### config.mk
export PLATFORM = sky130hd
export DESIGN_NAME = ram_byte_loader_flat
export DESIGN_NICKNAME = d
export VERILOG_FILES = /design/src/rtl/ram_byte_loader_if.sv /design/src/rtl/ram_byte_loader.sv /design/src/flat_wrapper.sv
export SDC_FILE = /design/constraint.sdc
export NUM_CORES = 1
export LEC_CHECK = 0
export CORE_MARGIN = 2
export CORE_UTILIZATION = 47
export DETAILED_ROUTE_END_ITERATION = 12
export HOLD_SLACK_MARGIN = 0.06
export PLACE_DENSITY = 0.77
export SYNTH_ARGS = -nofsm -noshare
export SYNTH_HDL_FRONTEND = slang
export SYNTH_SLANG_ARGS = --single-unit
export TNS_END_PERCENT = 100
### constraint.sdc
create_clock -name wr_clk -period 1.6 [get_ports wr_clk]
set_input_delay 0.32 -clock wr_clk [delete_from_list [all_inputs] [get_ports wr_clk]]
set_output_delay 0.32 -clock wr_clk [all_outputs]
set_load 0.03 [all_outputs]
### src/rtl/ram_byte_loader_if.sv
// Byte-stream / RAM write-port bundle for ram_byte_loader.
// The loader connects through the slave modport, and the byte source / RAM side
// connects through the master modport.
interface ram_byte_loader_if #(
   parameter int DATA_WIDTH = 16,
   parameter int DATA_ADDR  = 3,
   parameter int BYTE_WIDTH = 8
);
   logic [BYTE_WIDTH-1:0] byte_in;
   logic                  byte_valid;
   logic                  sof;
   logic                  byte_ready;
   logic [DATA_WIDTH-1:0] d_in;
   logic [DATA_ADDR-1:0]  wr_addr;
   logic                  we;
   logic [DATA_ADDR:0]    word_cnt;
   logic                  full;
   logic                  done;
   logic                  rd_release;

   modport master (
      output byte_in, byte_valid, sof, rd_release,
      input  byte_ready, d_in, wr_addr, we, word_cnt, full, done
   );

   modport slave (
      input  byte_in, byte_valid, sof, rd_release,
      output byte_ready, d_in, wr_addr, we, word_cnt, full, done
   );
endinterface

### src/rtl/ram_byte_loader.sv
// Write-side front end for the 8x16 dual-port RAM.
// Packs a framed byte stream into 16-bit words (low byte first) and writes them
// to consecutive RAM addresses. Once the buffer is full, it stops accepting bytes
// until the read side releases the buffer.
module ram_byte_loader #(
   parameter int DATA_WIDTH = 16,
   parameter int DATA_DEPTH = 8,
   parameter int DATA_ADDR  = 3,
   parameter int BYTE_WIDTH = 8
) (
   input logic               wr_clk,
   input logic               clear,
   ram_byte_loader_if.slave  bus
);

   typedef enum logic [1:0] {
      IDLE   = 2'd0,
      GET_LO = 2'd1,
      GET_HI = 2'd2,
      FULL   = 2'd3
   } state_e;

   localparam logic [DATA_ADDR-1:0] PTR_ONE  = DATA_ADDR'(1);
   localparam logic [DATA_ADDR-1:0] PTR_LAST = DATA_ADDR'(DATA_DEPTH - 1);
   localparam logic [DATA_ADDR:0]   CNT_ONE  = (DATA_ADDR + 1)'(1);

   state_e                  state_q,    state_d;
   logic [BYTE_WIDTH-1:0]   lo_q,       lo_d;
   logic [DATA_ADDR-1:0]    ptr_q,      ptr_d;
   logic [DATA_WIDTH-1:0]   d_in_q,     d_in_d;
   logic [DATA_ADDR-1:0]    wr_addr_q,  wr_addr_d;
   logic                    we_q,       we_d;
   logic [DATA_ADDR:0]      word_cnt_q, word_cnt_d;
   logic                    full_q,     full_d;
   logic                    done_q,     done_d;
   logic                    accept;

   // Ready is the only combinational output, so the source sees backpressure in the same cycle.
   assign bus.byte_ready = (state_q != FULL) && !clear;
   assign accept         = bus.byte_valid && bus.byte_ready;

   assign bus.d_in     = d_in_q;
   assign bus.wr_addr  = wr_addr_q;
   assign bus.we       = we_q;
   assign bus.word_cnt = word_cnt_q;
   assign bus.full     = full_q;
   assign bus.done     = done_q;

   // Next-state and next-output logic for the byte-pair packer.
   always_comb begin
      // NOTE: every _d gets a default before the case so no path leaves it unassigned (no latches).
      state_d    = state_q;
      lo_d       = lo_q;
      ptr_d      = ptr_q;
      d_in_d     = d_in_q;
      wr_addr_d  = wr_addr_q;
      we_d       = 1'b0;
      word_cnt_d = word_cnt_q;
      full_d     = full_q;
      done_d     = 1'b0;

      case (state_q)
         IDLE: begin
            if (accept && bus.sof) begin
               lo_d       = bus.byte_in;
               ptr_d      = '0;
               word_cnt_d = '0;
               state_d    = GET_HI;
            end
         end
         GET_LO: begin
            if (accept) begin
               lo_d    = bus.byte_in;
               state_d = GET_HI;
               if (bus.sof) begin
                  ptr_d      = '0;
                  word_cnt_d = '0;
               end
            end
         end
         GET_HI: begin
            if (accept) begin
               if (bus.sof) begin
                  // A new frame starts here, so the pending low byte is dropped without a write.
                  lo_d       = bus.byte_in;
                  ptr_d      = '0;
                  word_cnt_d = '0;
               end else begin
                  d_in_d     = {bus.byte_in, lo_q};
                  wr_addr_d  = ptr_q;
                  we_d       = 1'b1;
                  word_cnt_d = word_cnt_q + CNT_ONE;
                  if (ptr_q == PTR_LAST) begin
                     full_d  = 1'b1;
                     done_d  = 1'b1;
                     state_d = FULL;
                  end else begin
                     ptr_d   = ptr_q + PTR_ONE;
                     state_d = GET_LO;
                  end
               end
            end
         end
         FULL: begin
            if (bus.rd_release) begin
               full_d     = 1'b0;
               word_cnt_d = '0;
               state_d    = IDLE;
            end
         end
         default: state_d = IDLE;
      endcase
   end

   // State and output registers. Clear is synchronous and takes priority over everything else.
   always_ff @(posedge wr_clk) begin
      // NOTE: sequential state uses non-blocking (<=) so all flops update together at the edge.
      if (clear) begin
         state_q    <= IDLE;
         lo_q       <= '0;
         ptr_q      <= '0;
         d_in_q     <= '0;
         wr_addr_q  <= '0;
         we_q       <= 1'b0;
         word_cnt_q <= '0;
         full_q     <= 1'b0;
         done_q     <= 1'b0;
      end else begin
         state_q    <= state_d;
         lo_q       <= lo_d;
         ptr_q      <= ptr_d;
         d_in_q     <= d_in_d;
         wr_addr_q  <= wr_addr_d;
         we_q       <= we_d;
         word_cnt_q <= word_cnt_d;
         full_q     <= full_d;
         done_q     <= done_d;
      end
   end

endmodule
### src/flat_wrapper.sv
// flat-port wrapper written by rule: the top's interface ports become plain ports
module ram_byte_loader_flat 
#(
   parameter int DATA_WIDTH = 16,
   parameter int DATA_DEPTH = 8,
   parameter int DATA_ADDR  = 3,
   parameter int BYTE_WIDTH = 8
)
  (wr_clk, clear, bus_byte_in, bus_byte_valid, bus_sof, bus_rd_release, bus_byte_ready, bus_d_in, bus_wr_addr, bus_we, bus_word_cnt, bus_full, bus_done);
  ram_byte_loader_if #(.DATA_WIDTH(DATA_WIDTH), .DATA_ADDR(DATA_ADDR), .BYTE_WIDTH(BYTE_WIDTH)) bus_i ();
  input logic wr_clk;
  input logic clear;
  input wire logic [$bits(bus_i.byte_in)-1:0] bus_byte_in;
  input wire logic [$bits(bus_i.byte_valid)-1:0] bus_byte_valid;
  input wire logic [$bits(bus_i.sof)-1:0] bus_sof;
  input wire logic [$bits(bus_i.rd_release)-1:0] bus_rd_release;
  output wire logic [$bits(bus_i.byte_ready)-1:0] bus_byte_ready;
  output wire logic [$bits(bus_i.d_in)-1:0] bus_d_in;
  output wire logic [$bits(bus_i.wr_addr)-1:0] bus_wr_addr;
  output wire logic [$bits(bus_i.we)-1:0] bus_we;
  output wire logic [$bits(bus_i.word_cnt)-1:0] bus_word_cnt;
  output wire logic [$bits(bus_i.full)-1:0] bus_full;
  output wire logic [$bits(bus_i.done)-1:0] bus_done;
  assign bus_i.byte_in = bus_byte_in;
  assign bus_i.byte_valid = bus_byte_valid;
  assign bus_i.sof = bus_sof;
  assign bus_i.rd_release = bus_rd_release;
  assign bus_byte_ready = bus_i.byte_ready;
  assign bus_d_in = bus_i.d_in;
  assign bus_wr_addr = bus_i.wr_addr;
  assign bus_we = bus_i.we;
  assign bus_word_cnt = bus_i.word_cnt;
  assign bus_full = bus_i.full;
  assign bus_done = bus_i.done;
  ram_byte_loader #(.DATA_WIDTH(DATA_WIDTH), .DATA_DEPTH(DATA_DEPTH), .DATA_ADDR(DATA_ADDR), .BYTE_WIDTH(BYTE_WIDTH)) u_core (.wr_clk(wr_clk), .clear(clear), .bus(bus_i));
endmodule
Word-level counts from Yosys, hierarchy flattened
Index checks and enable logic that the tools add are counted.
W data, S select, Z words.
{"block": "word_totals", "register_bits": 39, "in_bits": 13, "output_inout_bits": 27, "wordCells": 76}
{"block": "op_classes", "addsub": 2, "eq_ne": 14, "mux": 33, "bitwise": 3, "reduce_logical": 15}
{"cell": "$mux W8", "count": 4}
{"cell": "$mux W4", "count": 6}
{"cell": "$pmux W8 S3", "count": 1}
{"cell": "$reduce_and A5 Y1", "count": 4}
{"cell": "$mux W3", "count": 6}
{"cell": "$pmux W4 S4", "count": 1}
{"cell": "$mux W2", "count": 6}
{"cell": "$ne A2 B2 Y1 const B", "count": 5}
{"cell": "$pmux W3 S3", "count": 1}
{"cell": "$ne A2 B1 Y1 const B", "count": 4}
{"cell": "$pmux W2 S4", "count": 1}
{"cell": "$mux W1", "count": 6}
{"cell": "$reduce_and A6 Y1", "count": 1}
{"cell": "$add A4 B1 Y4 const B", "count": 1}
{"cell": "$eq A2 B2 Y1 const B", "count": 2}
{"cell": "$reduce_or A4 Y1", "count": 1}
{"cell": "$add A3 B1 Y3 const B", "count": 1}
{"cell": "$eq A3 B3 Y1 const B", "count": 1}
{"cell": "$logic_and A1 B1 Y1", "count": 3}
{"cell": "$ne A3 B3 Y1 const B", "count": 1}
{"cell": "$not A1 Y1", "count": 3}
{"cell": "$reduce_and A3 Y1", "count": 1}
{"cell": "$reduce_bool A3 Y1", "count": 1}
{"cell": "$reduce_or A3 Y1", "count": 1}
{"cell": "other kinds (5)", "count": 5}

Depth between registers and ports, before layout
Gate-level depths: netlist of run 1.
{"block": "depth", "word_depth": 6, "depth_mapped": 6, "ltp_nobuf": 6}

Worst setup path after synthesis of run 1
No wires, ideal clock.
{"block": "synth_timing", "path_type": "input to output", "startpoint": "input clear", "endpoint": "output bus_byte_ready", "arrival_time_ns": 1.203, "t_required_ns": 1.280, "path_slack_ns": 0.077, "cell_stages": 3, "path_buffers": 2, "cell_sequence": "clkbuf_1 -> clkbuf_1 -> a21oi_1"}
{"block": "synth_via", "elab_chain_cells": 2}
{"item": "from (decl)", "line": "flat_wrapper.sv:12", "rtl": "input logic clear;"}
{"item": "$logic_not A1 Y1", "line": "ram_byte_loader.sv:39", "rtl": "assign bus.byte_ready = (state_q != FULL) && !clear;"}
{"item": "$logic_and A1 B1 Y1", "line": "ram_byte_loader.sv:39"}
{"item": "to (decl)", "line": "flat_wrapper.sv:17", "rtl": "output wire logic [$bits(bus_i.byte_ready)-1:0] bus_byte_ready;"}
Every way passes these cells.

Worst setup path in the final report of run 1
{"block": "layout_timing", "startpoint": "register u_core.ptr_q[0]", "endpoint": "register u_core.ptr_q[2]"}
{"block": "layout_via", "elab_chain_cells": 5, "elab_cells_between_ends": 8}
{"item": "from (decl)", "line": "ram_byte_loader.sv:29", "rtl": "logic [DATA_ADDR-1:0] ptr_q, ptr_d;"}
{"item": "from (signal assigned)", "line": "ram_byte_loader.sv:131", "rtl": "ptr_q <= ptr_d;"}
{"item": "$add A3 B1 Y3", "line": "ram_byte_loader.sv:98", "rtl": "ptr_d = ptr_q + PTR_ONE;"}
{"item": "$mux W3", "line": "ram_byte_loader.sv:93", "rtl": "if (ptr_q == PTR_LAST) begin"}
{"item": "$mux W3", "line": "ram_byte_loader.sv:83", "rtl": "if (bus.sof) begin"}
{"item": "$mux W3", "line": "ram_byte_loader.sv:82", "rtl": "if (accept) begin"}
{"item": "$pmux W3 S3", "line": "ram_byte_loader.sv:62", "rtl": "case (state_q)"}
Several ways; a longest one is shown, not always the timed one. The select of a mux whose other input is x is not followed.
A chain may end at the register's enable or synchronous reset.

==> results.md, run 1 <==
- Result of the run: completed
- Cells after synthesis: 180
- # diodes: 0
- Crit path DAT: ~1.8 ns
- Setup violators final: 0
- Crit path cell chain: ha_2, ha_2, nor2b_1, o211ai_1, buf_4, or2_1, a21oi_1
- Post-Syn Area per Cell: 8.67 um2
- Power density over the cells: between 700 and 800 mW/mm2
- Compound-Gate Fraction of Synth Area: 0.134
- Slew margin rel.: 0.781
- Worst vdd ir: 570 uV
- Longest Clk Path Bufs: 2
- Post-Synth Adder-Cell Area: 0.0241
- Hold_buf cts: 0
- Leakage: slightly above 0.9 nW
- Flop2flop setup slack: between 0.07 and 0.08 ns
- Worst slew pin tran: 0.330 ns
- Detailed placer's ending HPWL: 2650 um
- WL final: roughly 3500 um
- Hold Crit Class: in -> reg
- Fin. Hold Viols: 0
- Crit-path max FO: 5
- Worst Skew: roughly 0.012 ns
- Crit path capture type: flip-flop
- XOR/XNOR Fraction of Synth Area: 0
- Final slew viol count: 0
- Critical path's largest stage delay: 0.35 ns
- DIE AREA: 0.00380 mm2
- Fmax: approximately 0.65 GHz
- WL/cell: ~13 um
- Core area: 0.00310 mm2
- Hold Path End: u_core.state_q[1]
- Hold Crit Depth: 4
- Part of the cycle the worst path needs: 0.954
- Root buf cell: clkbuf_4
- Final core occ: 0.696
- Commonest non-fill, non-tap cell in the layout: nand2_1
- Clock latency on the worst-skew pair: around 0.35 ns
- R2R Path Start: u_core.ptr_q[0]
- First-pass DRT Iterations: 4
- Post-route ant nets: 0
- Post-synthesis sequential area ratio: 0.500
- Starting Density: 0.503
- Area Growth Syn to Fin: 38.3%
- Largest family of logic cells by synthesized area: simple AND/OR/NAND/NOR gates
- Synth Register Bits: 39
- Final net count: 250
- Critical path's most frequent cell: ha_2
- Final weighted congestion in routability-driven placement: 0.807
- RR Endpoint: u_core.ptr_q[2]
- Fin crit period: 1.53 ns
- IO Pins: 40
- Initial DRC count: 55
- Slowest stage cell, crit path: dfxtp_2
- Largest net degree at the start of global routing: 23
- Buf/Inv on CP: 1
- Vias/cell: approximately 5.0
- Unique masters post-synth: 32
- Num CTS Buffers: 5
- Synth warn: 0
- Post-synthesis net count: around 200
- First-pass GRT wire length: 5780 um
- Vias in the first global route: 1310
- Fillers: approximately 280
- Mux cell area share after synthesis: 0.0650
- Dpl cell area: 0.00210 mm2
- Max_cap viols: 0
- Via count: 1400
- Req. time, crit path: approximately 1.9 ns
- Mapped cell area: ~0.0016 mm2
- Chip width: between 60 and 70 um
- CP Launch Type: flip-flop
- Final instance area: between 0.002 and 0.0025 mm2
- Share of post-route cells with drive strength above 1: 0.153
- Sinks on Clock Net: 39
- CP top delay family: flip-flops
- Simple-Gate Fraction of Synth Area: 0.242
- Die Ht: around 62 um
- Row count: 20
- Setup CP Type: reg -> reg
- Initial antenna violation count: 0
- RSZ-0062 raised after global routing: no
- Worst Hold Launch: clear
- Clk slew on worst S/H paths: around 0.12 ns
- Drc violations: 0
- Most frequent cells in the layout: 48 x nand2_1, 38 x dfxtp_1, 26 x dlygate4sd2_1
- Gr ovfl total: 0
- Htree depth: 2
- Number of port buffers: 39
- CTS tree: yes
- GRT Total Usage: 0.212
- Post-Route Setup TNS: 0 ns
- R2R cell count: 7
-- area by class of cell --
class                      instances  area, um2  share of cell area
sequential                        39        782               0.362
multi-input combinational        130        733               0.340
timing repair buffer              57        531               0.246
tap                               44       55.1              0.0255
clock buffer                       6       41.3              0.0191
clock inverter                     2       12.5             0.00580
inverter                           1       3.75             0.00174
-- metrics by stage --
| stage | std cells | total power [mW] | hold WS (ns) | setup WS, ns |
|---|---|---|---|---|
| 2_1_floorplan | 180 | 1.08 | 0.431 | 0.0775 |
| 3_3_place_gp | 268 | 1.15 | 0.442 | -0.209 |
| 3_5_place_dp | 268 | 1.15 | 0.448 | -0.310 |
| 4_1_cts | 277 | 1.64 | 0.461 | 0.0214 |
| 5_1_grt | 279 | 1.71 | 0.443 | 0.00425 |
| 6_report | 279 | 1.62 | 0.405 | 0.0728 |
-- worst max-delay path by stage --
stage               cells past startpoint  slack, ns       startpoint               to
finish                                  7       0.07  u_core.ptr_q[0]  u_core.ptr_q[2]
global route                            7      0.004  u_core.ptr_q[0]  u_core.ptr_q[2]
CTS                                     4       0.02            clear   bus_byte_ready
detailed placement                      5      -0.31   bus_byte_valid  u_core.ptr_q[0]
global placement                        5      -0.21          bus_sof  u_core.ptr_q[0]
floorplan                               3       0.08            clear   bus_byte_ready
-- worst register-to-register path: stages (launching register included) --
cell and delay [ns]:
dfxtp_2 0.35, ha_2 0.18, ha_2 0.17, nor2b_1 0.13, o211ai_1 0.12, buf_4 0.17, or2_1 0.22, a21oi_1 0.13
-- sequential cells by signal, indices dropped and copies added (netlist names) --
register             cells
u_core.ptr_q             3
u_core.lo_q              8
u_core.state_q           2
u_core.bus.full          1
u_core.bus.done          1
u_core.bus.d_in         16
u_core.bus.wr_addr       3
u_core.bus.we            1
u_core.bus.word_cnt      4
-- synthesized netlist by cell type --
master	count	share of area
a21oi_1	25	0.080
a21oi_4	1	0.010
a221oi_2	1	0.0096
a22oi_1	1	0.0048
and2_1	1	0.0040
and3_1	1	0.0040
buf_2	4	0.013
buf_6	1	0.0072
clkbuf_1	5	0.012
dfxtp_1	39	0.50
ha_1	3	0.024
inv_2	1	0.0024
mux2_2	1	0.0072
mux2i_1	9	0.058
nand2_1	48	0.12
nand2b_1	4	0.016
nand3_1	2	0.0064
nand3b_1	1	0.0048
nand4b_1	1	0.0056
nor2_1	11	0.026
nor2b_1	4	0.016
nor3_1	1	0.0032
nor3b_2	1	0.0080
nor4b_2	1	0.0096
o211ai_1	1	0.0048
o21ai_0	5	0.016
o21ai_1	1	0.0032
o31ai_1	1	0.0048
or2_1	2	0.0080
or2b_1	1	0.0048
or3_1	1	0.0040
or3b_1	1	0.0056
-- power breakdown --
group	internal [mW]	switching, mW	total, mW
clock network	0.169	0.319	0.489
registers	0.981	0.00800	0.989
logic	0.0742	0.0697	0.144
-- what timing repair did --
action                     4_1_cts  5_1_grt
setup buffers                    1        2
pin swaps                        1        1
cloned                           0        0
setup endpoints to repair       27        4
gates resized for setup         28        3
-- per-layer routing --
layer | wire length (um) | up-vias | GRT usage
met4 | 70 | 0 | 0.109
met5 | 0 | - | 0
met1 | 1560 | 641 | 0.263
li1 | - | 707 | -
met2 | 1670 | 45 | 0.337
met3 | 222 | 7 | 0.0567
-- logic make-up after synthesis --
| family | Yosys count |
|---|---|
| fa+ha+maj | 3 |
| buf+inv | 11 |
| mux | 10 |
| compound gates | 36 |
| flops | 39 |
| simple gates | 81 |
(Power assumes the default switching activity.)
==> run 2, diff against run 1 <==
- PLACE_DENSITY: 0.77 -> 0.74
- SKIP_CTS_REPAIR_TIMING: default -> 1
- SKIP_LAST_GASP: default -> 1
==> run 2 against run 1 <==
Cell count shrank 1.1%. Global-route usage shrank 1.6 points. Clock power shrank 3%. Hold slack gained 0.052 ns. Combinational power shrank 3%. First-iteration DRC count grew 18%. Highest routed layer unchanged.
==> results.md, run 2 (same netlist as run 1, synthesis figures left out) <==
- Gr ovfl total: 0
- Vias/cell: between 5 and 6
- Post-route ant nets: 0
- Worst vdd ir: between 400 and 500 uV
- Clk slew on worst S/H paths: about 0.11 ns
- CTS tree: yes
- Final weighted congestion in routability-driven placement: slightly below 0.9
- Fmax: 0.648 GHz
- Power density over the cells: slightly above 700 mW/mm2
- Fillers: roughly 260
- Max_cap viols: 0
- Final core occ: 0.724
- Setup WS post-layout: 0.0564 ns
- Result of the run: completed
- Number of port buffers: 39
- Crit path capture type: flip-flop
- Critical path's largest stage delay: between 0.3 and 0.4 ns
- Longest Clk Path Bufs: 2
- Worst Skew: around 0.0063 ns
- IO Pins: 40
- Initial DRC count: between 60 and 70
- Sinks on Clock Net: 39
- Crit-path max FO: 4
- Area Growth Syn to Fin: 43.9%
- Hold Crit Depth: 2
- WL/cell: roughly 13 um
- Initial antenna violation count: 0
- Worst slew pin tran: approximately 0.34 ns
- Leakage: between 1 and 1.5 nW
- WL final: roughly 3500 um
- Final slew viol count: 0
- DIE AREA: 0.00380 mm2
- Most frequent cells in the layout: 48 x nand2_1, 36 x dfxtp_1, 28 x dlymetal6s2s_1
- Worst Hold Launch: u_core.bus.d_in[0]
- R2R cell count: 6
- First-pass DRT Iterations: 4
- Critical path's most frequent cell: ha_4
- Via count: about 1400
- RR Endpoint: u_core.ptr_q[0]
- Post-Layout Cell Count: roughly 280
- Share of post-route cells with drive strength above 1: 0.151
- Die Ht: roughly 62 um
- Crit path DAT: roughly 1.8 ns
- Hold Path End: u_core.bus.d_in[0]
- Final net count: around 250
- Drc violations: 0
- Setup CP Type: reg -> reg
- First-pass GRT wire length: between 5000 and 6000 um
- GRT Total Usage: 0.196
- Commonest non-fill, non-tap cell in the layout: nand2_1
- Vias in the first global route: 1277
- Crit path cell chain: ha_4, ha_4, nor2b_2, o211ai_1, or3_1, a21oi_1
- Req. time, crit path: approximately 1.9 ns
- Worst Setup SP: u_core.ptr_q[0]
- Min Hold Slack: between 0.4 and 0.5 ns
- Chip width: slightly above 60 um
- Core area: a little over 0.003 mm2
- Largest net degree at the start of global routing: 24
- Htree depth: 2
- Part of the cycle the worst path needs: 0.965
- Starting Density: 0.503
- Largest register FFs: 16
- # placed instances: ~270
- Post-place setup slack: -0.266 ns
- CP Launch Type: flip-flop
- Detailed placer's ending HPWL: approximately 2500 um
- R2R Path Start: u_core.ptr_q[0]
- Num CTS Buffers: 5
- Fin crit period: 1.54 ns
- Hold Crit Class: reg -> reg
- # diodes: 0
- Setup violators final: 0
- Row count: 20
- Slew margin rel.: 0.773
- Root buf cell: clkbuf_4
- Clock latency on the worst-skew pair: 0.33 ns
- Slowest stage cell, crit path: or3_1
- Flop2flop setup slack: 0.06 ns
- Fin. Hold Viols: 0
run 2: area by class of cell:
class                           instances  area [um2]  area share
Sequential cell                        39         785       0.349
Multi-Input combinational cell        130         753       0.335
Timing Repair Buffer                   54         596       0.265
Tap cell                               44        55.1      0.0245
Clock buffer                            6        41.3      0.0184
Clock inverter                          2        12.5     0.00557
Inverter                                1        3.75     0.00167
run 2: how the worst max path moves through the flow:
stage	cells after the start	end	slack, ns
2_1_floorplan	3	bus_byte_ready	0.08
3_3_place_gp	5	u_core.ptr_q[0]	-0.19
3_5_place_dp	7	u_core.bus.d_in[1]	-0.27
4_1_cts	1	bus_word_cnt[0]	-0.18
5_1_grt	6	u_core.ptr_q[0]	-0.06
6_report	6	u_core.ptr_q[0]	0.06
run 2: worst max-delay path: cells and delay by family (launching register included):
family,cells,cell delay [ns]
AO/OA/AOI/OAI,2,0.30
flip-flops,1,0.36
adder cells (fa/ha/maj),2,0.33
AND/OR/NAND/NOR,2,0.49
run 2: through the flow:
stage               power, mW  setup TNS, ns  instance area (um2)
finish                   1.60              0                 2250
global route             1.69        -0.0835                 2250
CTS                      1.62          -2.62                 2140
detailed placement       1.15          -7.51                 2080
global placement         1.14          -5.31                 2080
floorplan                1.08              0                 1560
run 2: routing by layer:
metal / part of all wire / GRT usage / up-vias / wire (um)
li1: - / - / 702 / -
met1: 0.43 / 0.248 / 648 / 1530
met2: 0.51 / 0.326 / 40 / 1800
met5: 0 / 0 / - / 0
met3: 0.047 / 0.0462 / 7 / 168
met4: 0.012 / 0.0699 / 0 / 44
run 2: power breakdown:
part	internal, mW	switching, mW	total [mW]	leakage, nW
Combinational	0.0714	0.0681	0.140	0.923
Clock	0.170	0.303	0.473	0.0282
Sequential	0.982	0.00934	0.991	0.316
